<file path="src/rtl/tx_arb_pkg.sv">
// rtl/tx_arb_pkg.sv - shared types and limits for the tx_arbiter slice
// Contents: tx_arb_state_t (IDLE, ARM, WAIT), MAX_REQ (upper bound on NUM_REQ).
package tx_arb_pkg;

    typedef enum logic [1:0] {
        IDLE = 2'd0,
        ARM  = 2'd1,
        WAIT = 2'd2
    } tx_arb_state_t;

    localparam int MAX_REQ = 8;

endpackage

</file>
<file path="src/rtl/tx_arbiter_if.sv">
// rtl/tx_arbiter_if.sv - requester and UART-wrapper handshake bundle for tx_arbiter
// Signals: req/req_data/gnt (requester side), trmt/resp/tx_done (UART wrapper side).
// Modports: master = arbiter, slave = requesters plus UART wrapper.
interface tx_arbiter_if #(
    parameter int NUM_REQ = 4
);
    logic [NUM_REQ-1:0]   req;
    logic [NUM_REQ*8-1:0] req_data;
    logic [NUM_REQ-1:0]   gnt;
    logic                 trmt;
    logic [7:0]           resp;
    logic                 tx_done;

    modport master (
        input  req, req_data, tx_done,
        output gnt, trmt, resp
    );

    modport slave (
        output req, req_data, tx_done,
        input  gnt, trmt, resp
    );
endinterface

</file>
<file path="src/rtl/tx_arbiter_rr_pick.sv">
// rtl/tx_arbiter_rr_pick.sv - combinational round-robin picker (module rr_pick)
// Ports: req (request vector), ptr (last granted index),
//        valid (any request), sel (one-hot winner, searching from ptr+1 upward).
module rr_pick #(
    parameter int NUM_REQ = 4
) (
    input  logic [NUM_REQ-1:0]         req,
    input  logic [$clog2(NUM_REQ)-1:0] ptr,
    output logic                       valid,
    output logic [NUM_REQ-1:0]         sel
);
    localparam int PW = $clog2(NUM_REQ);

    // One extra bit so ptr+offset can exceed NUM_REQ-1 before wrapping.
    logic [PW:0] idx;

    always_comb begin
        valid = 1'b0;
        sel   = '0;
        idx   = '0;
        // Offset NUM_REQ wraps back to ptr itself, so the last winner is tried last.
        for (int i = 1; i <= NUM_REQ; i++) begin
            idx = {1'b0, ptr} + (PW+1)'(i);
            if (idx >= (PW+1)'(NUM_REQ)) begin
                idx = idx - (PW+1)'(NUM_REQ);
            end
            if (!valid && req[idx[PW-1:0]]) begin
                valid              = 1'b1;
                sel[idx[PW-1:0]]   = 1'b1;
            end
        end
    end
endmodule

</file>
<file path="src/rtl/tx_arbiter.sv">
// rtl/tx_arbiter.sv - round-robin arbiter sharing one UART transmit path among NUM_REQ sources
// Ports: clk, rst (sync, active-high), bus (tx_arbiter_if.master: req/req_data/gnt,
//        trmt/resp/tx_done), busy (ARM or WAIT), err (timeout abort pulse).
// Optional feature: TX_ARB_TIMEOUT_EN enables the TIMEOUT_CYC wait limit; otherwise err is 0.
module tx_arbiter #(
    parameter int NUM_REQ     = 4,
    parameter int TIMEOUT_CYC = 65535
) (
    input  logic          clk,
    input  logic          rst,
    tx_arbiter_if.master  bus,
    output logic          busy,
    output logic          err
);
    import tx_arb_pkg::*;

    localparam int PW = $clog2(NUM_REQ);

    tx_arb_state_t        state, state_nx;
    logic [PW-1:0]        ptr, ptr_nx, pick_idx;
    logic [NUM_REQ-1:0]   gnt_q, gnt_nx, pick_sel;
    logic [7:0]           resp_q, resp_nx, pick_byte;
    logic                 trmt_q, trmt_nx, pick_valid;

`ifdef TX_ARB_TIMEOUT_EN
    localparam int CW = $clog2(TIMEOUT_CYC + 1);
    logic [CW-1:0]        cnt, cnt_nx;
    logic                 err_q, err_nx;
`endif

    rr_pick #(.NUM_REQ(NUM_REQ)) u_pick (
        .req   (bus.req),
        .ptr   (ptr),
        .valid (pick_valid),
        .sel   (pick_sel)
    );

    // Turn the one-hot winner into an index for ptr and a byte for resp.
    always_comb begin
        pick_idx  = '0;
        pick_byte = 8'h00;
        for (int i = 0; i < NUM_REQ; i++) begin
            if (pick_sel[i]) begin
                pick_idx  = PW'(i);
                pick_byte = bus.req_data[8*i +: 8];
            end
        end
    end

    always_comb begin
        state_nx = state;
        ptr_nx   = ptr;
        resp_nx  = resp_q;
        gnt_nx   = '0;
        trmt_nx  = 1'b0;
`ifdef TX_ARB_TIMEOUT_EN
        cnt_nx   = cnt;
        err_nx   = 1'b0;
`endif
        case (state)
            IDLE: begin
                if (pick_valid) begin
                    state_nx = ARM;
                    ptr_nx   = pick_idx;
                    resp_nx  = pick_byte;
                    gnt_nx   = pick_sel;
                    trmt_nx  = 1'b1;
                end
            end
            // tx_done may still be high from the previous frame; it is not looked at here.
            ARM: begin
                state_nx = WAIT;
`ifdef TX_ARB_TIMEOUT_EN
                cnt_nx   = '0;
`endif
            end
            WAIT: begin
                if (bus.tx_done) begin
                    state_nx = IDLE;
`ifdef TX_ARB_TIMEOUT_EN
                end else if (cnt == CW'(TIMEOUT_CYC - 1)) begin
                    // This WAIT cycle is the TIMEOUT_CYC-th one: give up on the frame.
                    state_nx = IDLE;
                    err_nx   = 1'b1;
                end else begin
                    cnt_nx   = cnt + CW'(1);
`endif
                end
            end
            default: state_nx = IDLE;
        endcase
    end

    always_ff @(posedge clk) begin
        if (rst) begin
            state  <= IDLE;
            ptr    <= PW'(NUM_REQ - 1);
            gnt_q  <= '0;
            trmt_q <= 1'b0;
            resp_q <= 8'h00;
        end else begin
            state  <= state_nx;
            ptr    <= ptr_nx;
            gnt_q  <= gnt_nx;
            trmt_q <= trmt_nx;
            resp_q <= resp_nx;
        end
    end

`ifdef TX_ARB_TIMEOUT_EN
    always_ff @(posedge clk) begin
        if (rst) begin
            cnt   <= '0;
            err_q <= 1'b0;
        end else begin
            cnt   <= cnt_nx;
            err_q <= err_nx;
        end
    end
    assign err = err_q;
`else
    assign err = 1'b0;
`endif

    assign bus.gnt  = gnt_q;
    assign bus.trmt = trmt_q;
    assign bus.resp = resp_q;
    assign busy     = (state == ARM) || (state == WAIT);
endmodule
</file>
<file path="src/flat_wrapper.sv">
// flat-port wrapper written by rule: the top's interface ports become plain ports
module tx_arbiter_flat import tx_arb_pkg::*;
#(
    parameter int NUM_REQ     = 4,
    parameter int TIMEOUT_CYC = 65535
)
  (clk, rst, busy, err, bus_req, bus_req_data, bus_tx_done, bus_gnt, bus_trmt, bus_resp);
  tx_arbiter_if #(.NUM_REQ(NUM_REQ)) bus_i ();
  input  logic clk;
  input  logic rst;
  output logic busy;
  output logic err;
  input wire logic [$bits(bus_i.req)-1:0] bus_req;
  input wire logic [$bits(bus_i.req_data)-1:0] bus_req_data;
  input wire logic [$bits(bus_i.tx_done)-1:0] bus_tx_done;
  output wire logic [$bits(bus_i.gnt)-1:0] bus_gnt;
  output wire logic [$bits(bus_i.trmt)-1:0] bus_trmt;
  output wire logic [$bits(bus_i.resp)-1:0] bus_resp;
  assign bus_i.req = bus_req;
  assign bus_i.req_data = bus_req_data;
  assign bus_i.tx_done = bus_tx_done;
  assign bus_gnt = bus_i.gnt;
  assign bus_trmt = bus_i.trmt;
  assign bus_resp = bus_i.resp;
  tx_arbiter #(.NUM_REQ(NUM_REQ), .TIMEOUT_CYC(TIMEOUT_CYC)) u_core (.clk(clk), .rst(rst), .bus(bus_i), .busy(busy), .err(err));
endmodule
</file>
<file path="config.mk">
export PLATFORM = sky130hd
export DESIGN_NAME = tx_arbiter_flat
export DESIGN_NICKNAME = d
export VERILOG_FILES = /design/src/rtl/tx_arb_pkg.sv /design/src/rtl/tx_arbiter_if.sv /design/src/rtl/tx_arbiter_rr_pick.sv /design/src/rtl/tx_arbiter.sv /design/src/flat_wrapper.sv
export SDC_FILE = /design/constraint.sdc
export NUM_CORES = 1
export LEC_CHECK = 0
export BUFFER_PORTS_ARGS = -buffer_cell sky130_fd_sc_hd__buf_2
export CORE_MARGIN = 3
export CORE_UTILIZATION = 48
export DETAILED_ROUTE_END_ITERATION = 8
export HOLD_SLACK_MARGIN = 0.08
export PLACE_DENSITY = 0.83
export SYNTH_ARGS = -nofsm -noshare
export SYNTH_HDL_FRONTEND = slang
export SYNTH_SLANG_ARGS = --single-unit
</file>
<file path="constraint.sdc">
create_clock -name clk -period 4.5 [get_ports clk]
set_input_delay 0.675 -clock clk [delete_from_list [all_inputs] [get_ports clk]]
set_output_delay 0.675 -clock clk [all_outputs]
set_load 0.1 [all_outputs]
</file>
==> reports/results.ini, run 1 <==
[yosys]
yosysSeqAreaShare_pct=26.41
yosysWarnings=0
synth_fp_nets=197
syn_avg_cell_area_um2=8.827
synth_area_um2=1289
synth_flop_cell=dfxtp_1
syn_inst=146
ys_types=33
async_flop_share_pct=0
synth_edf_count=0
synth_seq_cells=17

[cells_and_area]
fin_util_pct=62.60
layout_common_cells=52 x buf_2, 17 x dfxtp_1, 12 x nand2_1, 12 x ha_1, 10 x nor2_1
nNetsFinal=246
drive_gt1_share_pct=32.47
layout-area-overhead-vs-synth_pct=22.52
final_common_cell=buf_2
diodes=0

[die]
fp.dieH_um=57.82
die_x_um=57.82
num_rows=18
fp.dieArea_um2=3343
fp.coreArea_um2=2522
pin_count=54
start_util_pct=51.09

[timing]
rsz0062_at_grt=false
skew_ps=7.639
hold_viol=0
min_period_ps=3884
slew_viol_final=0
fin_tns_setup_ps=0
setup_viol=0
fin_crit_sh_pct=86.30
slew-limit-headroom_pct=31.88
tightest_slew_ps=1018
max_freq_ghz=0.2575

[routing]
dr.pass1.iters=4
routed_via_density=5.951
post-route-drc-count=0
totalWireLength_mm=3.358
ant_nets=0
vias=1333
drt_iter0_drc=93
routedWlPerCell_um=14.99

[setup_path]
worstSetupStartpointType=register
worstSetupPathType=reg2reg
critPathRequiredTime_ps=4720
cp.arrival_ps=4100
worstSetupEndpointType=register
rrSetupSlack_ps=620
critPathMaxFanout=16

[grt]
grt_usage_pct=20.82
antenna_found_initial=0
globalRouteOverflowTotal=0
grt_pass1_vias=1248
grt_pass1_wl_mm=5.478
grt_max_degree=20

[flow_run]
drv_cap=0

[clocking]
cts_buffers=3
cts_tree=done
cts_setup_buffers=0
cts_resized=0
cts.path.max_buffers=2
cts-root-buf=clkbuf_4
clock-sinks=17
clk_pin_slew_ps=100
ctsHoldBuffers=0
clk_latency_ps=290
cts.htree.levels=1

[placement]
place.gp.congestion=0.8258
portBuffers=52
place.detailed.hpwl_mm=2.699

[run_status]
outcome=completed

[power]
p_leak_nw=0.7091
powerDensity_nw_per_um2=718.5
vdd_ir_drop_max_v=0.0006351

[min_path]
hold_class=reg2reg

==> worst paths after layout <==
check / from / endpoint / cells past startpoint
hold / removal: u_core.bus.resp[6] / u_core.bus.resp[6] / 2
hold reg to reg: u_core.bus.resp[6] / u_core.bus.resp[6] / 2
setup / recovery: u_core.ptr[0] / u_core.bus.resp[7] / 9
setup reg to reg: u_core.ptr[0] / u_core.bus.resp[7] / 9
==> cells by family (layout without fill, tap and decap cells) <==
group / count (synthesis) / after routing / share of synthesized area, %
muxes: 8 / 8 / 10.19
and+or+nand+nor: 43 / 43 / 18.45
other: 1 / 1 / 0.2910
adders and majority gates: 12 / 12 / 11.65
buffers and inverters: 14 / 62 / 4.660
AOI/OAI and AO/OA: 51 / 51 / 28.35
DFF: 17 / 17 / 26.41
==> registers in the layout, summed over array words and instances, names as in the netlist <==
signal / count
u_core.bus.trmt: 1
u_core.bus.gnt: 4
u_core.state: 2
u_core.bus.resp: 8
u_core.ptr: 2
==> critical path: stages (launching register included) <==
cell and delay (ps):
dfxtp_1 700, inv_1 220, ha_1 440, mux4_2 640, a31o_1 220, a221o_1 260, a22o_1 340, nor2b_1 580
a221oi_1 170, o211ai_1 230
==> synth_stat cells (2+ instances only) <==
cell type / count / area [µm²]
o2111ai_1: 8 / 70.07
a21oi_1: 7 / 35.03
nand2b_1: 5 / 31.28
nor2b_1: 6 / 37.54
o21ai_0: 9 / 45.04
clkbuf_1: 5 / 18.77
nand2_1: 12 / 45.04
buf_2: 3 / 15.01
o211ai_1: 8 / 60.06
o21bai_1: 2 / 15.01
a22o_1: 2 / 17.52
ha_1: 12 / 150.1
mux2i_1: 3 / 30.03
nor3_1: 4 / 20.02
dfxtp_1: 17 / 340.3
mux4_2: 4 / 90.09
and2_1: 2 / 12.51
o22ai_1: 2 / 12.51
nor2_1: 10 / 37.54
inv_1: 5 / 18.77
a221oi_1: 8 / 70.07
==> per-stage QoR <==
step / power [mW] / instances / cell area (µm²) / setup slack (ps) / hold WS (ps)
after floorplan: 0.9147 / 146 / 1289 / 1385 / 590.7
after global placement: 1.029 / 220 / 1553 / 860.9 / 445.6
after detailed placement: 1.053 / 220 / 1553 / 663.0 / 456.7
after CTS: 1.137 / 224 / 1579 / 625.2 / 479.2
after global routing: 1.210 / 224 / 1579 / 313.5 / 503.5
final: 1.135 / 224 / 1579 / 616.4 / 470.7
==> power by group <==
group          switching [mW]  internal [mW]
sequential             0.0360          0.197
clock                  0.0485         0.0345
combinational           0.592          0.227
==> per-layer routing <==
metal | vias up | part of all wire, % | GRT usage (%)
met5 | - | 0 | 0
met4 | 0 | 1.9 | 8.278
met3 | 9 | 5.9 | 5.122
met2 | 43 | 53 | 34.52
met1 | 625 | 39 | 25.86
li1 | 656 | - | -
==> area by class of cell <==
class / count / area, µm²
multi-input combinational: 115 / 888.4
fill: 226 / 943.4
sequential: 17 / 340.3
tap: 30 / 37.54
clock buffer: 4 / 26.28
inverter: 5 / 18.77
timing repair buffer: 53 / 267.8
No activity file was read; power rests on OpenSTA's default activity.
==> run 2: changes to the inputs <==
Clock period 4.5 ns to 5 ns, I/O delays scaled along.
==> reports/results.ini, run 2 (synthesis results as in run 1) <==
[cells_and_area]
final_area_um2=1572  ; was 1579 µm²
seq_area_um2=340.3  ; unchanged
layout-area-overhead-vs-synth_pct=21.94  ; was 22.52%
drive_gt1_share_pct=32.12  ; was 32.47%
nFillCells=212  ; was 226
largest_reg_flops=8  ; unchanged
stdcell_count=223  ; was 224
multiInputGateArea_um2=888.4  ; unchanged
layout_common_cells=52 x buf_2, 17 x dfxtp_1, 12 x nand2_1, 12 x ha_1, 10 x nor2_1  ; unchanged
diodes=0  ; unchanged
nNetsFinal=245  ; was 246
final_common_cell=buf_2  ; unchanged

[timing]
slew-limit-headroom_pct=20.77  ; was 31.88%
rsz0062_at_grt=false  ; unchanged
slew_viol_final=0  ; unchanged
max_freq_ghz=0.2566  ; was 0.2575 GHz
fin_crit_sh_pct=77.94  ; was 86.30%
skew_ps=1.472  ; was 7.639 ps
hold_viol=0  ; unchanged
fin_tns_setup_ps=0  ; unchanged
setup_viol=0  ; unchanged
tightest_slew_ps=1188  ; was 1018 ps
min_period_ps=3897  ; was 3884 ps

[power]
powerDensity_nw_per_um2=646.7  ; was 718.5 nW/µm²
p_leak_nw=0.7045  ; was 0.7091 nW
vdd_ir_drop_max_v=0.0005383  ; was 0.0006351 V

[clocking]
cts.htree.levels=1  ; unchanged
cts_buffers=3  ; unchanged
cts.path.max_buffers=2  ; unchanged
clock-sinks=17  ; unchanged
cts-root-buf=clkbuf_4  ; unchanged
cts_setup_buffers=0  ; unchanged
clk_latency_ps=290  ; about the same
cts_resized=0  ; unchanged
ctsHoldBuffers=0  ; unchanged
cts_tree=done  ; unchanged
clk_pin_slew_ps=100  ; about the same

[die]
fp.dieH_um=57.82  ; unchanged
fp.coreArea_um2=2522  ; unchanged
fp.dieArea_um2=3343  ; unchanged
start_util_pct=51.09  ; unchanged
num_rows=18  ; unchanged
die_x_um=57.82  ; unchanged
pin_count=54  ; unchanged

[setup_path]
critical_path.startpoint=u_core.ptr[0]  ; unchanged
cp.arrival_ps=4120  ; was 4100 ps
worstSetupStartpointType=register  ; unchanged
path_buf_inv=1  ; unchanged
critical-path-slowest-cell=dfxtp_1  ; unchanged
critPathTopFamily=compound AO/OA/AOI/OAI gates  ; unchanged
cp_slowest_stage_delay_ps=690  ; was 700 ps
r2r_start=u_core.ptr[0]  ; unchanged
critPathMaxFanout=16  ; unchanged
crit_chain=inv_1 > ha_1 > mux4_2 > a31o_1 > a221o_1 > a22o_1 > nor2b_1 > a221oi_1 > o211ai_1  ; unchanged
worstSetupEndpointType=register  ; unchanged
worstSetupPathType=reg2reg  ; unchanged
critPathRequiredTime_ps=5220  ; was 4720 ps

[routing]
drt_iter0_drc=64  ; was 93
ant_nets=0  ; unchanged
vias=1351  ; was 1,333
routed_via_density=6.058  ; was 5.951
dr.pass1.iters=4  ; unchanged
routedWlPerCell_um=15.16  ; was 14.99 µm
post-route-drc-count=0  ; unchanged
totalWireLength_mm=3.381  ; was 3.358 mm

[placement]
post_dp_cell_area_um2=1545  ; was 1553 µm²
portBuffers=52  ; unchanged
place.detailed.hpwl_mm=2.633  ; was 2.699 mm
placed_cells=219  ; was 220
place.gp.congestion=0.8330  ; was 0.8258

[min_path]
hp-start=u_core.bus.resp[6]  ; unchanged
hold_class=reg2reg  ; unchanged

[grt]
grt_pass1_vias=1224  ; was 1,248
globalRouteOverflowTotal=0  ; unchanged
grt_usage_pct=20.47  ; was 20.82%
antenna_found_initial=0  ; unchanged
grt_pass1_wl_mm=5.382  ; was 5.478 mm
grt_max_degree=20  ; unchanged

[flow_run]
drv_cap=0  ; unchanged

[run_status]
outcome=completed  ; unchanged

run 2: cell count changes in the layout (fill, tap and decap cells not counted), sizes merged:
cell	before	now
buf	53	52
run 2: final timing paths:
kind                         to  slack [ps]  cells after the start
min          u_core.bus.resp[6]         470                      2
max          u_core.bus.resp[7]        1100                      9
min reg2reg  u_core.bus.resp[6]         470                      2
max reg2reg  u_core.bus.resp[7]        1100                      9
run 2: layout make-up:
type,count,area share (%)
timing repair buffer,52,16.56
inverter,5,1.194
multi-input combinational,115,56.53
clock buffer,4,1.672
sequential,17,21.66
tap,30,2.389
run 2: layer usage:
metal	share of wire (%)	track usage, %	vias to the layer above
met5	0	0	-
met4	1.4	7.616	0
met3	7.0	4.677	10
met2	52	33.71	64
met1	40	26.07	624
li1	-	-	653
run 2: tightest hold or removal path, delay by kind of cell, from the launching register on:
family          cells  cell delay, ps
compound gates      1              60
flops               1             330
simple gates        1              50
run 2: where the power goes:
| group | switching (mW) | total [mW] | leakage (nW) | internal, mW |
|---|---|---|---|---|
| combinational | 0.533 | 0.730 | 0.549 | 0.197 |
| clock | 0.0448 | 0.0759 | 0.0150 | 0.0311 |
| sequential | 0.0329 | 0.210 | 0.140 | 0.177 |
| total | 0.611 | 1.02 | 0.704 | 0.405 |
run 2: per-stage QoR:
step | utilization [%] | hold slack [ps] | setup WS, ps | total power [mW]
floorplan | - | 590.7 | 1885 | 0.8232
global placement | 61.26 | 445.6 | 1361 | 0.9176
detailed placement | 61.26 | 456.7 | 1173 | 0.9382
CTS | 62.30 | 480.2 | 1141 | 1.012
global route | 62.30 | 519.1 | 845.6 | 1.078
finish | 62.30 | 473.2 | 1103 | 1.016
